--- src/rtl/cfg_cmd_pkg.sv ---
// Shared types for the host config-write path: command word layout, opcodes,
// dispatcher FSM states and the voice-operator address geometry.
package cfg_cmd_pkg;

  localparam int NUM_VOICE_OPERATORS = 16;
  localparam int VOICE_OPERATOR_ID_W = 4;
  localparam int CMD_ADDR_W          = 12;
  localparam int CMD_DATA_W          = 16;
  localparam int NOTE_ON_ADDR        = 0;

  typedef enum logic [3:0] {
    OP_NOP             = 4'h0,
    OP_PHASE_STEP      = 4'h1,
    OP_NOTE_ON_SET     = 4'h2,
    OP_NOTE_ON_CLEAR   = 4'h3,
    OP_NOTE_ON_ALL     = 4'h4,
    OP_PHASE_STEP_FILL = 4'h5,
    OP_CLEAR_ERROR     = 4'hF
  } cmd_op_e;

  // op stays a raw nibble so illegal host opcodes survive the FIFO intact.
  typedef struct packed {
    logic [3:0]            op;
    logic [CMD_ADDR_W-1:0] addr;
    logic [CMD_DATA_W-1:0] data;
  } cmd_word_t;

  typedef enum logic [1:0] {
    ST_INIT = 2'd0,
    ST_IDLE = 2'd1,
    ST_FILL = 2'd2
  } disp_state_e;

endpackage

--- src/rtl/config_cmd_fifo.sv ---
// Small synchronous FIFO of host command words. The head entry is read
// straight out of the storage flops so the dispatcher can decode it in-cycle.
module config_cmd_fifo
  import cfg_cmd_pkg::*;
#(
  parameter int DEPTH = 4
) (
  input  logic      i_Clock,
  input  logic      i_Reset,
  input  logic      i_Push,
  input  cmd_word_t i_PushData,
  input  logic      i_Pop,
  output cmd_word_t o_PopData,
  output logic      o_Full,
  output logic      o_Empty
);

  localparam int PTR_W = $clog2(DEPTH);

  cmd_word_t        mem [DEPTH];
  logic [PTR_W-1:0] wrPtr;
  logic [PTR_W-1:0] rdPtr;
  logic [PTR_W:0]   count;
  logic             doPush;
  logic             doPop;

  assign doPush    = i_Push && !o_Full;
  assign doPop     = i_Pop && !o_Empty;
  assign o_Full    = (count == (PTR_W+1)'(DEPTH));
  assign o_Empty   = (count == '0);
  assign o_PopData = mem[rdPtr];

  // Pointers wrap naturally because DEPTH is a power of two.
  always_ff @(posedge i_Clock) begin
    if (i_Reset) begin
      wrPtr <= '0;
      rdPtr <= '0;
      count <= '0;
    end else begin
      if (doPush) wrPtr <= wrPtr + 1'b1;
      if (doPop)  rdPtr <= rdPtr + 1'b1;
      case ({doPush, doPop})
        2'b10:   count <= count + 1'b1;
        2'b01:   count <= count - 1'b1;
        default: ;
      endcase
    end
  end

  always_ff @(posedge i_Clock) begin
    if (doPush) mem[wrPtr] <= i_PushData;
  end

endmodule

--- src/rtl/config_write_dispatcher.sv ---
// Host command dispatcher: queues 32-bit commands, keeps the NoteOn shadow and
// drives at most one registered PhaseStep or NoteOn config write per clock.
module config_write_dispatcher
  import cfg_cmd_pkg::*;
#(
  parameter int FIFO_DEPTH = 4,
  parameter int NUM_VOICES = 12,
  parameter int NUM_OPS    = NUM_VOICE_OPERATORS
) (
  input  logic                           i_Clock,
  input  logic                           i_Reset,
  input  logic                           i_CmdValid,
  output logic                           o_CmdReady,
  input  logic [31:0]                    i_CmdData,
  output logic                           o_PhaseStepConfigWriteEnable,
  output logic                           o_NoteOnConfigWriteEnable,
  output logic [VOICE_OPERATOR_ID_W-1:0] o_ConfigWriteAddr,
  output logic [15:0]                    o_ConfigWriteData,
  output logic                           o_Busy,
  output logic                           o_CmdError
);

  localparam logic [CMD_ADDR_W-1:0]          OPS_LIMIT = CMD_ADDR_W'(NUM_OPS);
  localparam logic [VOICE_OPERATOR_ID_W-1:0] LAST_OP   = VOICE_OPERATOR_ID_W'(NUM_OPS - 1);

  disp_state_e                    state;
  logic                           fifoFull;
  logic                           fifoEmpty;
  logic                           push;
  cmd_word_t                      head_p0;
  logic                           vld_p0;
  logic [NUM_VOICES-1:0]          shadow;
  logic [NUM_VOICES-1:0]          voiceBit_p0;
  logic [NUM_VOICES-1:0]          shadowNext_p0;
  logic                           voiceOk_p0;
  logic                           doPhase_p0;
  logic                           doNote_p0;
  logic                           doFill_p0;
  logic                           doClr_p0;
  logic                           isErr_p0;
  logic [VOICE_OPERATOR_ID_W-1:0] fillAddr;
  logic [15:0]                    fillData;
  logic                           phaseWe_p1;
  logic                           noteWe_p1;
  logic [VOICE_OPERATOR_ID_W-1:0] wrAddr_p1;
  logic [15:0]                    wrData_p1;
  logic                           cmdErr;

  assign o_CmdReady = !i_Reset && (state != ST_INIT) && !fifoFull;
  assign push       = i_CmdValid && o_CmdReady;
  assign vld_p0     = (state == ST_IDLE) && !fifoEmpty;
  assign o_Busy     = (state != ST_IDLE) || !fifoEmpty;

  config_cmd_fifo #(
    .DEPTH(FIFO_DEPTH)
  ) u_fifo (
    .i_Clock   (i_Clock),
    .i_Reset   (i_Reset),
    .i_Push    (push),
    .i_PushData(cmd_word_t'(i_CmdData)),
    .i_Pop     (vld_p0),
    .o_PopData (head_p0),
    .o_Full    (fifoFull),
    .o_Empty   (fifoEmpty)
  );

  // p0: decode the FIFO head against the current shadow
  always_comb begin
    voiceBit_p0   = NUM_VOICES'(1) << head_p0.addr[3:0];
    voiceOk_p0    = ({1'b0, head_p0.addr[3:0]} < 5'(NUM_VOICES));
    shadowNext_p0 = shadow;
    doPhase_p0    = 1'b0;
    doNote_p0     = 1'b0;
    doFill_p0     = 1'b0;
    doClr_p0      = 1'b0;
    isErr_p0      = 1'b0;
    case (head_p0.op)
      OP_NOP: ;
      OP_PHASE_STEP: begin
        if (head_p0.addr < OPS_LIMIT) doPhase_p0 = 1'b1;
        else                          isErr_p0   = 1'b1;
      end
      OP_NOTE_ON_SET: begin
        if (voiceOk_p0) begin
          shadowNext_p0 = shadow | voiceBit_p0;
          doNote_p0     = 1'b1;
        end else begin
          isErr_p0 = 1'b1;
        end
      end
      OP_NOTE_ON_CLEAR: begin
        if (voiceOk_p0) begin
          shadowNext_p0 = shadow & ~voiceBit_p0;
          doNote_p0     = 1'b1;
        end else begin
          isErr_p0 = 1'b1;
        end
      end
      OP_NOTE_ON_ALL: begin
        shadowNext_p0 = NUM_VOICES'(head_p0.data[11:0]);
        doNote_p0     = 1'b1;
      end
      OP_PHASE_STEP_FILL: doFill_p0 = 1'b1;
      OP_CLEAR_ERROR:     doClr_p0  = 1'b1;
      default:            isErr_p0  = 1'b1;
    endcase
  end

  // p1: FSM and registered write port
  always_ff @(posedge i_Clock) begin
    if (i_Reset) begin
      state      <= ST_INIT;
      shadow     <= '0;
      fillAddr   <= '0;
      phaseWe_p1 <= 1'b0;
      noteWe_p1  <= 1'b0;
      wrAddr_p1  <= '0;
      wrData_p1  <= '0;
      cmdErr     <= 1'b0;
    end else begin
      phaseWe_p1 <= 1'b0;
      noteWe_p1  <= 1'b0;
      case (state)
        ST_INIT: begin
          // Align the receiver with the freshly cleared shadow.
          noteWe_p1 <= 1'b1;
          wrAddr_p1 <= VOICE_OPERATOR_ID_W'(NOTE_ON_ADDR);
          wrData_p1 <= '0;
          state     <= ST_IDLE;
        end
        ST_IDLE: begin
          if (vld_p0) begin
            if (doPhase_p0) begin
              phaseWe_p1 <= 1'b1;
              wrAddr_p1  <= head_p0.addr[VOICE_OPERATOR_ID_W-1:0];
              wrData_p1  <= head_p0.data;
            end
            if (doNote_p0) begin
              noteWe_p1 <= 1'b1;
              wrAddr_p1 <= VOICE_OPERATOR_ID_W'(NOTE_ON_ADDR);
              wrData_p1 <= 16'(shadowNext_p0);
              shadow    <= shadowNext_p0;
            end
            if (doFill_p0) begin
              // Address 0 goes out with the pop; FILL covers the rest.
              phaseWe_p1 <= 1'b1;
              wrAddr_p1  <= '0;
              wrData_p1  <= head_p0.data;
              fillData   <= head_p0.data;
              fillAddr   <= VOICE_OPERATOR_ID_W'(1);
              if (NUM_OPS > 1) state <= ST_FILL;
            end
            if (isErr_p0)      cmdErr <= 1'b1;
            else if (doClr_p0) cmdErr <= 1'b0;
          end
        end
        ST_FILL: begin
          phaseWe_p1 <= 1'b1;
          wrAddr_p1  <= fillAddr;
          wrData_p1  <= fillData;
          if (fillAddr == LAST_OP) state    <= ST_IDLE;
          else                     fillAddr <= fillAddr + 1'b1;
        end
        default: state <= ST_INIT;
      endcase
    end
  end

  assign o_PhaseStepConfigWriteEnable = phaseWe_p1;
  assign o_NoteOnConfigWriteEnable    = noteWe_p1;
  assign o_ConfigWriteAddr            = wrAddr_p1;
  assign o_ConfigWriteData            = wrData_p1;
  assign o_CmdError                   = cmdErr;

endmodule

--- config.mk ---
export PLATFORM = sky130hd
export DESIGN_NAME = config_write_dispatcher
export DESIGN_NICKNAME = d
export VERILOG_FILES = /design/src/rtl/cfg_cmd_pkg.sv /design/src/rtl/config_cmd_fifo.sv /design/src/rtl/config_write_dispatcher.sv
export SDC_FILE = /design/constraint.sdc
export NUM_CORES = 1
export LEC_CHECK = 0
export CAP_MARGIN = 20
export CORE_AREA = 4 4 125 127
export CTS_CLUSTER_SIZE = 20
export DETAILED_ROUTE_END_ITERATION = 16
export DIE_AREA = 0 0 129 131
export PLACE_DENSITY = 0.78
export SLEW_MARGIN = 20
export SYNTH_ARGS = -nofsm -noshare
export SYNTH_HDL_FRONTEND = slang
export SYNTH_HIERARCHICAL = 1
export SYNTH_SLANG_ARGS = --single-unit
--- constraint.sdc ---
create_clock -name i_Clock -period 3.6 [get_ports i_Clock]
set_clock_uncertainty 0.15 [all_clocks]
set_input_delay 0.54 -clock i_Clock [delete_from_list [all_inputs] [get_ports i_Clock]]
set_output_delay 0.54 -clock i_Clock [all_outputs]
set_load 0.01 [all_outputs]
==> Implementation_results.wiki, run 1 <==
{| class="wikitable"
! Metric !! Value
|-
| Setup fix buffers added after clock tree synthesis || 0
|-
| Run status || finished clean
|-
| Filler Cell Count || 1,005
|-
| Global routing usage on met1 || 0.305
|-
| Peak VDD IR || between 0.6 and 0.7 mV
|-
| Unrepaired setup endpoints after global routing || no
|-
| Clock latency at the later pin of the worst-skew pair || between 400 and 500 ps
|-
| Floorplan core area || between 0.01 and 0.015 mm^2
|-
| Synthesis-stage register bit count || 194
|-
| Final std cell area, no fill || 0.00967 mm^2
|-
| Number of buffers inserted by port buffering || 59
|-
| Number of levels in the clock H-tree || 4
|-
| Register area share after synthesis || 0.639
|-
| Peak-usage layer in the global routing report || met2
|-
| Syn Inst Count || ~560
|-
| Primary flip-flop cell chosen by synthesis mapping || sky130_fd_sc_hd__edfxtp_1
|-
| Worst Setup Path Type || flop to flop
|-
| Minimum clock period after layout || 3190 ps
|-
| Total placed cells including tap cells || 793
|-
| Bufs on Longest Clock Path || 2
|-
| Via density per instance || 6.24
|-
| Final Routed Wirelength || 17,500 um
|-
| Total CTS buffers || 17
|-
| Register area || 0.00533 mm^2
|-
| Total cell area at the placement stage || 0.00911 mm^2
|-
| Chip Height || 131 um
|-
| Residual overflow from global routing || 0
|-
| Met2 track demand over resource in global routing || 0.358
|-
| Mean instance size in the synthesized netlist || 14.9 um^2
|-
| HP Start || o_ConfigWriteData[15]
|-
| Largest cells by area after synthesis || sky130_fd_sc_hd__edfxtp_1 52%, sky130_fd_sc_hd__dfxtp_1 12%, sky130_fd_sc_hd__mux4_2 8.1%
|-
| First-pass detailed-route iteration total || 5
|-
| Rel. slew slack || 0.408
|-
| Non-filler instance count after layout || 823
|-
| Pin slew with the least headroom to its limit || roughly 890 ps
|-
| Routed length per instance || 21.3 um
|-
| Worst setup EP type || flop
|-
| Max frequency || 314 MHz
|-
| Path category of the worst min-delay check || flop to flop
|-
| Weighted congestion reported at the end of routability-driven placement || 0.909
|-
| Number of flops mapped to enable cells by yosys || 144
|-
| Post-route antenna net violation count || 0
|-
| Biggest area consumer among synthesized cells || sky130_fd_sc_hd__edfxtp_1
|-
| HPWL reported at the end of detailed placement || about 12,000 um
|-
| Vias after detailed routing || 5,138
|-
| Max-Cap Viols || 0
|-
| Post-synthesis async set-or-reset flop share || 0
|-
| Area occupied by multi-input gates || around 0.0027 mm^2
|-
| Area fraction of the dominant cell type after synthesis || 0.519
|-
| Final period utilization || 0.885
|-
| Count of instances resized after the clock tree is built || 0
|-
| Pwr per Cell Area || 469 mW/mm^2
|-
| Global-route wire length before repair || 28,400 um
|-
| Post-Synthesis Cell Area || 0.00834 mm^2
|-
| Share of layout cells above drive strength 1 || 0.153
|-
| Worst Path Max Fanout || 18
|-
| Total of endpoints with negative setup slack in the final report || 0
|-
| Quantity of hold-fixing buffers added after cts || 0
|-
| Count of pins on the block boundary || 60
|-
| Starting Density || 0.578
|-
| Nets || 674
|-
| Crit path launch type || flop
|-
| Global Route met3 Usage || 0.0618
|-
| # diodes || 0
|-
| Max-slew violation count || 0
|-
| Initial DRC Count || 488
|-
| Post-synth net total || ~600
|-
| DRC Markers || 0
|-
| Number of distinct library cells after synthesis || 72
|-
| Hold violation total from the final report || 0
|-
| Lkg Pwr || 3.01 nW
|-
| Clock-pin slew reported for the worst setup and hold paths after clock tree synthesis || 70 ps
|-
| Count leader, synth || sky130_fd_sc_hd__edfxtp_1
|-
| Total negative setup slack || 0 ps
|-
| Via count of the first global-routing pass || approximately 5,200
|-
| Chip width || 129 um
|-
| Most numerous cell types in the synthesized netlist || 144 x sky130_fd_sc_hd__edfxtp_1, 50 x sky130_fd_sc_hd__dfxtp_1, 32 x sky130_fd_sc_hd__nor2_1, 30 x sky130_fd_sc_hd__mux4_2, 27 x sky130_fd_sc_hd__nand2_1
|-
| Number of antenna violations at the first check in global routing || 0
|-
| Row cnt || 44
|-
| TritonCTS clock tree || built
|-
| Sink count of the clock tree || 194
|-
| Layout-stage area growth over the synthesis result || 16.1%
|-
| Count of yosys warnings during synthesis || 6
|-
| Arrival time worst endpoint || 3380 ps
|-
| Required time at the worst-slack endpoint || 3790 ps
|-
| DIE AREA || roughly 0.017 mm^2
|-
| Library cell used as clock root buffer || sky130_fd_sc_hd__clkbuf_16
|-
| Largest net degree at the start of global routing || 41
|-
| Total global-route track usage || 0.223
|}
## flip-flops by register name, indices dropped and copies added (netlist names), 2 cells and up, named ones only
register	cells
fillData	16
shadow	12
o_ConfigWriteData	16
o_ConfigWriteAddr	4
u_fifo/count	3
u_fifo/wrPtr	2
u_fifo/rdPtr	2
state	2
u_fifo/mem	128
fillAddr	4
## layout by cell type (no fill, tap or decap), types with 6 or more instances in the layout
| cell | instances |
|---|---|
| sky130_fd_sc_hd__nor2_1 | 32 |
| sky130_fd_sc_hd__o2bb2ai_1 | 13 |
| sky130_fd_sc_hd__dfxtp_1 | 49 |
| sky130_fd_sc_hd__edfxtp_1 | 144 |
| sky130_fd_sc_hd__o311ai_0 | 7 |
| sky130_fd_sc_hd__a22oi_1 | 8 |
| sky130_fd_sc_hd__buf_4 | 23 |
| sky130_fd_sc_hd__o21ai_0 | 9 |
| sky130_fd_sc_hd__a21oi_1 | 13 |
| sky130_fd_sc_hd__nor3_1 | 11 |
| sky130_fd_sc_hd__o211ai_1 | 15 |
| sky130_fd_sc_hd__clkdlybuf4s50_1 | 59 |
| sky130_fd_sc_hd__nand3_1 | 11 |
| sky130_fd_sc_hd__inv_1 | 21 |
| sky130_fd_sc_hd__ha_1 | 10 |
| sky130_fd_sc_hd__and2_1 | 6 |
| sky130_fd_sc_hd__nand2b_1 | 8 |
| sky130_fd_sc_hd__mux4_2 | 30 |
| sky130_fd_sc_hd__nand2_1 | 27 |
| sky130_fd_sc_hd__clkbuf_16 | 17 |
| sky130_fd_sc_hd__a211oi_1 | 11 |
| sky130_fd_sc_hd__nor3b_1 | 7 |
| sky130_fd_sc_hd__o211a_1 | 12 |
## layout make-up
type	instances	area share
clock buffers	18	0.0444
repair buffers	82	0.0789
multi-input cells	312	0.280
flip-flops and latches	194	0.551
clock inverters	12	0.0140
inverters	21	0.00815
well taps	184	0.0238
## metrics by stage
stage	worst slack (ps)	hold slack (ps)	power [mW]	util
3_5_place_dp	520	300	2.76	0.632
4_1_cts	466	321	4.57	0.671
6_report	415	318	4.54	0.671
3_3_place_gp	537	299	2.75	0.632
5_1_grt	238	338	4.70	0.671
2_1_floorplan	543	309	2.64	-
## per-layer routing
metal	vias to the layer above	routed length [um]
met2	194	8640
met4	0	193
met3	18	1080
met5	-	0
met1	2573	7600
li1	2353	-
## logic make-up (layout without fill, tap and decap cells)
logic type,after synthesis,count (layout),share of synthesized area
AND/OR/NAND/NOR,135,135,0.0907
adder cells (fa/ha/maj),11,11,0.0174
flip-flops,194,194,0.639
AO/OA/AOI/OAI,122,122,0.116
buffers and inverters,55,133,0.0359
XOR/XNOR,5,5,0.00525
multiplexers,39,39,0.0961
## report_power, final
part | internal (mW) | total (mW) | switching [mW] | leakage (nW)
logic | 0.115 | 0.273 | 0.158 | 1.04
registers | 2.42 | 2.44 | 0.0143 | 1.70
clock network | 1.02 | 1.83 | 0.809 | 0.269
total | 3.56 | 4.54 | 0.982 | 3.01
## worst max-delay path, cell delays in order, from the launching register on
cell                       delay [ps]
sky130_fd_sc_hd__dfxtp_2          600
sky130_fd_sc_hd__mux4_2           720
sky130_fd_sc_hd__buf_4            260
sky130_fd_sc_hd__nor4b_1          540
sky130_fd_sc_hd__nand2_1          220
sky130_fd_sc_hd__o22ai_1          300
sky130_fd_sc_hd__a21oi_1           70
sky130_fd_sc_hd__a211oi_1         240
## final timing paths
kind | cells past startpoint | to | slack [ps]
worst max-delay path | 7 | shadow[5] | 410
worst min-delay path | 1 | o_ConfigWriteData[15] | 320
worst max register to register | 7 | shadow[5] | 410
worst min register to register | 1 | o_ConfigWriteData[15] | 320
No activity file was read; power rests on OpenSTA's default activity.
==> run 2: changes to the inputs <==
CORE_AREA = 4 4 149 108   (was 4 4 125 127)
DIE_AREA = 0 0 153 112   (was 0 0 129 131)
==> Implementation_results.wiki, run 2 (synthesis results as in run 1) <==
{| class="wikitable"
! Metric !! Value
|-
| Post-route antenna net violation count || 0 (unchanged)
|-
| Count of instances resized after the clock tree is built || 0 (unchanged)
|-
| Total of endpoints with negative setup slack in the final report || 0 (unchanged)
|-
| Non-filler instance count after layout || 831 (+0.97%)
|-
| # diodes || 0 (unchanged)
|-
| Amount of wire on met3 after detailed routing || 1500 um (+39%)
|-
| Minimum clock period after layout || 3170 ps (-16.2 ps)
|-
| Max-Cap Viols || 0 (unchanged)
|-
| Buf/Inv on CP || 2 (+1)
|-
| Nets || 671 (-0.45%)
|-
| Slowest cell on crit path || sky130_fd_sc_hd__nor4b_1
|-
| Worst Setup Path Type || flop to flop
|-
| Path category of the worst min-delay check || flop to flop
|-
| First-pass detailed-route iteration total || 7 (+2)
|-
| Pwr per Cell Area || 467 mW/mm^2 (-0.57%)
|-
| Worst Path Max Fanout || 17 (-1)
|-
| Quantity of hold-fixing buffers added after cts || 0 (unchanged)
|-
| Routed length on met2 || 8550 um (-0.98%)
|-
| Starting Density || 0.573 (-0.00448)
|-
| Max-slew violation count || 0 (unchanged)
|-
| Total placed cells including tap cells || 801 (+1.0%)
|-
| TritonCTS clock tree || built
|-
| Total global-route track usage || 0.225 (+0.00192)
|-
| Hold violation total from the final report || 0 (unchanged)
|-
| Final period utilization || 0.880 (-0.00450)
|-
| Chip Height || 112 um (-15%)
|-
| Floorplan core area || 0.0145 mm^2 (+0.78%)
|-
| Layout-stage area growth over the synthesis result || 16.1% (about the same)
|-
| Setup fix buffers added after clock tree synthesis || 0 (unchanged)
|-
| Rel. slew slack || 0.438 (+0.0294)
|-
| Arrival time worst endpoint || 3370 ps (about the same)
|-
| Family with the most delay on the worst path || simple AND/OR/NAND/NOR gates
|-
| Peak VDD IR || 0.383 mV (-38%)
|-
| Crit path launch type || flop
|-
| Final std cell area, no fill || 0.00968 mm^2 (about the same)
|-
| Routed length per instance || 22.0 um (+3.6%)
|-
| Finished Core Util || 0.666 (-0.00502)
|-
| Lkg Pwr || 3.00 nW (-0.35%)
|-
| Via count of the first global-routing pass || 5,312 (+2.7%)
|-
| HPWL reported at the end of detailed placement || 11,900 um (+3.3%)
|-
| Library cell used as clock root buffer || sky130_fd_sc_hd__clkbuf_16
|-
| Max Used Layer || met4
|-
| Clock latency at the later pin of the worst-skew pair || 430 ps (about the same)
|-
| Share of layout cells above drive strength 1 || 0.153 (-0.000849)
|-
| Post-layout worst setup margin || 431 ps (+16.2 ps)
|-
| Worst Hold Margin || 318 ps (-0.106 ps)
|-
| DIE AREA || 0.0171 mm^2 (+1.4%)
|-
| Final Routed Wirelength || 18,300 um (+4.6%)
|-
| Residual overflow from global routing || 0 (unchanged)
|-
| Unrepaired setup endpoints after global routing || no
|-
| Sink count of the clock tree || 194 (unchanged)
|-
| Top reg by flops || u_fifo/mem
|-
| Most common cell type on the critical path || sky130_fd_sc_hd__o211ai_1
|-
| Total CTS buffers || 17 (unchanged)
|-
| Bufs on Longest Clock Path || 2 (unchanged)
|-
| Worst setup EP type || flop
|-
| Chip width || 153 um (+19%)
|-
| Count of pins on the block boundary || 60 (unchanged)
|-
| Pin slew with the least headroom to its limit || 844 ps (-44.1 ps)
|-
| Row cnt || 37 (-16%)
|-
| Cell chain of the critical path || buf_12 > mux4_1 > nor4b_1 > nand3_1 > o211ai_2 > buf_4 > o211ai_1 > o211ai_1
|-
| Dpl ws || 461 ps (-58.3 ps)
|-
| Commonest cells after routing, fill and taps aside || 144 x sky130_fd_sc_hd__edfxtp_1, 59 x sky130_fd_sc_hd__clkdlybuf4s50_1, 49 x sky130_fd_sc_hd__dfxtp_1
|-
| Total negative setup slack || 0 ps (unchanged)
|-
| Via density per instance || 6.23 (-0.23%)
|-
| Vias after detailed routing || 5,176 (+0.74%)
|-
| Met1 layer wirelength in the final routing || 8060 um (+6.0%)
|-
| Number of flip-flops under the largest register name || 128 (unchanged)
|-
| Total power consumption of the routed design || 4.52 mW (-0.55%)
|-
| Weighted congestion reported at the end of routability-driven placement || 0.860 (-5.4%)
|-
| Max frequency || 316 MHz (+0.51%)
|-
| Global-route wire length before repair || 29,600 um (+4.1%)
|-
| Number of buffers inserted by port buffering || 59 (unchanged)
|-
| Number of antenna violations at the first check in global routing || 0 (unchanged)
|-
| Largest net degree at the start of global routing || 41 (unchanged)
|-
| Initial DRC Count || 496 (+1.6%)
|-
| Required time at the worst-slack endpoint || 3800 ps (about the same)
|-
| Most common cell after layout, fill and taps aside || sky130_fd_sc_hd__edfxtp_1
|-
| HP Start || o_ConfigWriteAddr[2]
|-
| Number of levels in the clock H-tree || 4 (unchanged)
|-
| Critical Path Max Stage Delay || 610 ps (-110 ps)
|-
| Total cell area at the placement stage || 0.00913 mm^2 (+0.18%)
|-
| Clock-pin slew reported for the worst setup and hold paths after clock tree synthesis || 70 ps (about the same)
|-
| Run status || finished clean
|-
| DRC Markers || 0 (unchanged)
|}
[run 2: changes by cell type in the layout (fill, tap and decap cells not counted)]
cell                         before  now
sky130_fd_sc_hd__buf_12           0    2
sky130_fd_sc_hd__buf_4           23   18
sky130_fd_sc_hd__bufinv_16        2    1
sky130_fd_sc_hd__clkinv_1         3    1
sky130_fd_sc_hd__clkinv_2         0    1
sky130_fd_sc_hd__clkinv_4         2    0
sky130_fd_sc_hd__clkinvlp_4       2    1
sky130_fd_sc_hd__inv_6            1    6
[run 2: final cells by class]
class,count,area [um^2]
Clock buffer,18,429
Inverter,21,78.8
Multi-Input combinational cell,312,2710
Timing Repair Buffer,79,766
Tap cell,195,244
Clock inverter,12,121
Fill cell,1044,4860
Sequential cell,194,5330
[run 2: report_power, final]
group          switching, mW  total (mW)  internal, mW
Clock                  0.838        1.80         0.965
Sequential            0.0135        2.44          2.42
Combinational          0.160       0.276         0.116
Total                   1.01        4.52          3.50
[run 2: worst paths after layout]
kind | end | slack [ps] | cells past startpoint
hold / removal | o_ConfigWriteAddr[2] | 320 | 1
hold reg to reg | o_ConfigWriteAddr[2] | 320 | 1
setup reg to reg | o_ConfigWriteData[4] | 430 | 8
setup / recovery | o_ConfigWriteData[4] | 430 | 8
[run 2: layer usage]
metal / global-route usage / vias up
met1: 0.323 / 2594
met4: 0.0611 / 0
met2: 0.348 / 223
met3: 0.0552 / 18
met5: 0 / -
li1: - / 2341
[run 2: worst reg2reg max path, cell delays in order (launching register included)]
cell and delay [ps]:
sky130_fd_sc_hd__dfxtp_2 460, sky130_fd_sc_hd__buf_12 230, sky130_fd_sc_hd__mux4_1 580, sky130_fd_sc_hd__nor4b_1 610
sky130_fd_sc_hd__nand3_1 310, sky130_fd_sc_hd__o211ai_2 190, sky130_fd_sc_hd__buf_4 230, sky130_fd_sc_hd__o211ai_1 120
sky130_fd_sc_hd__o211ai_1 210
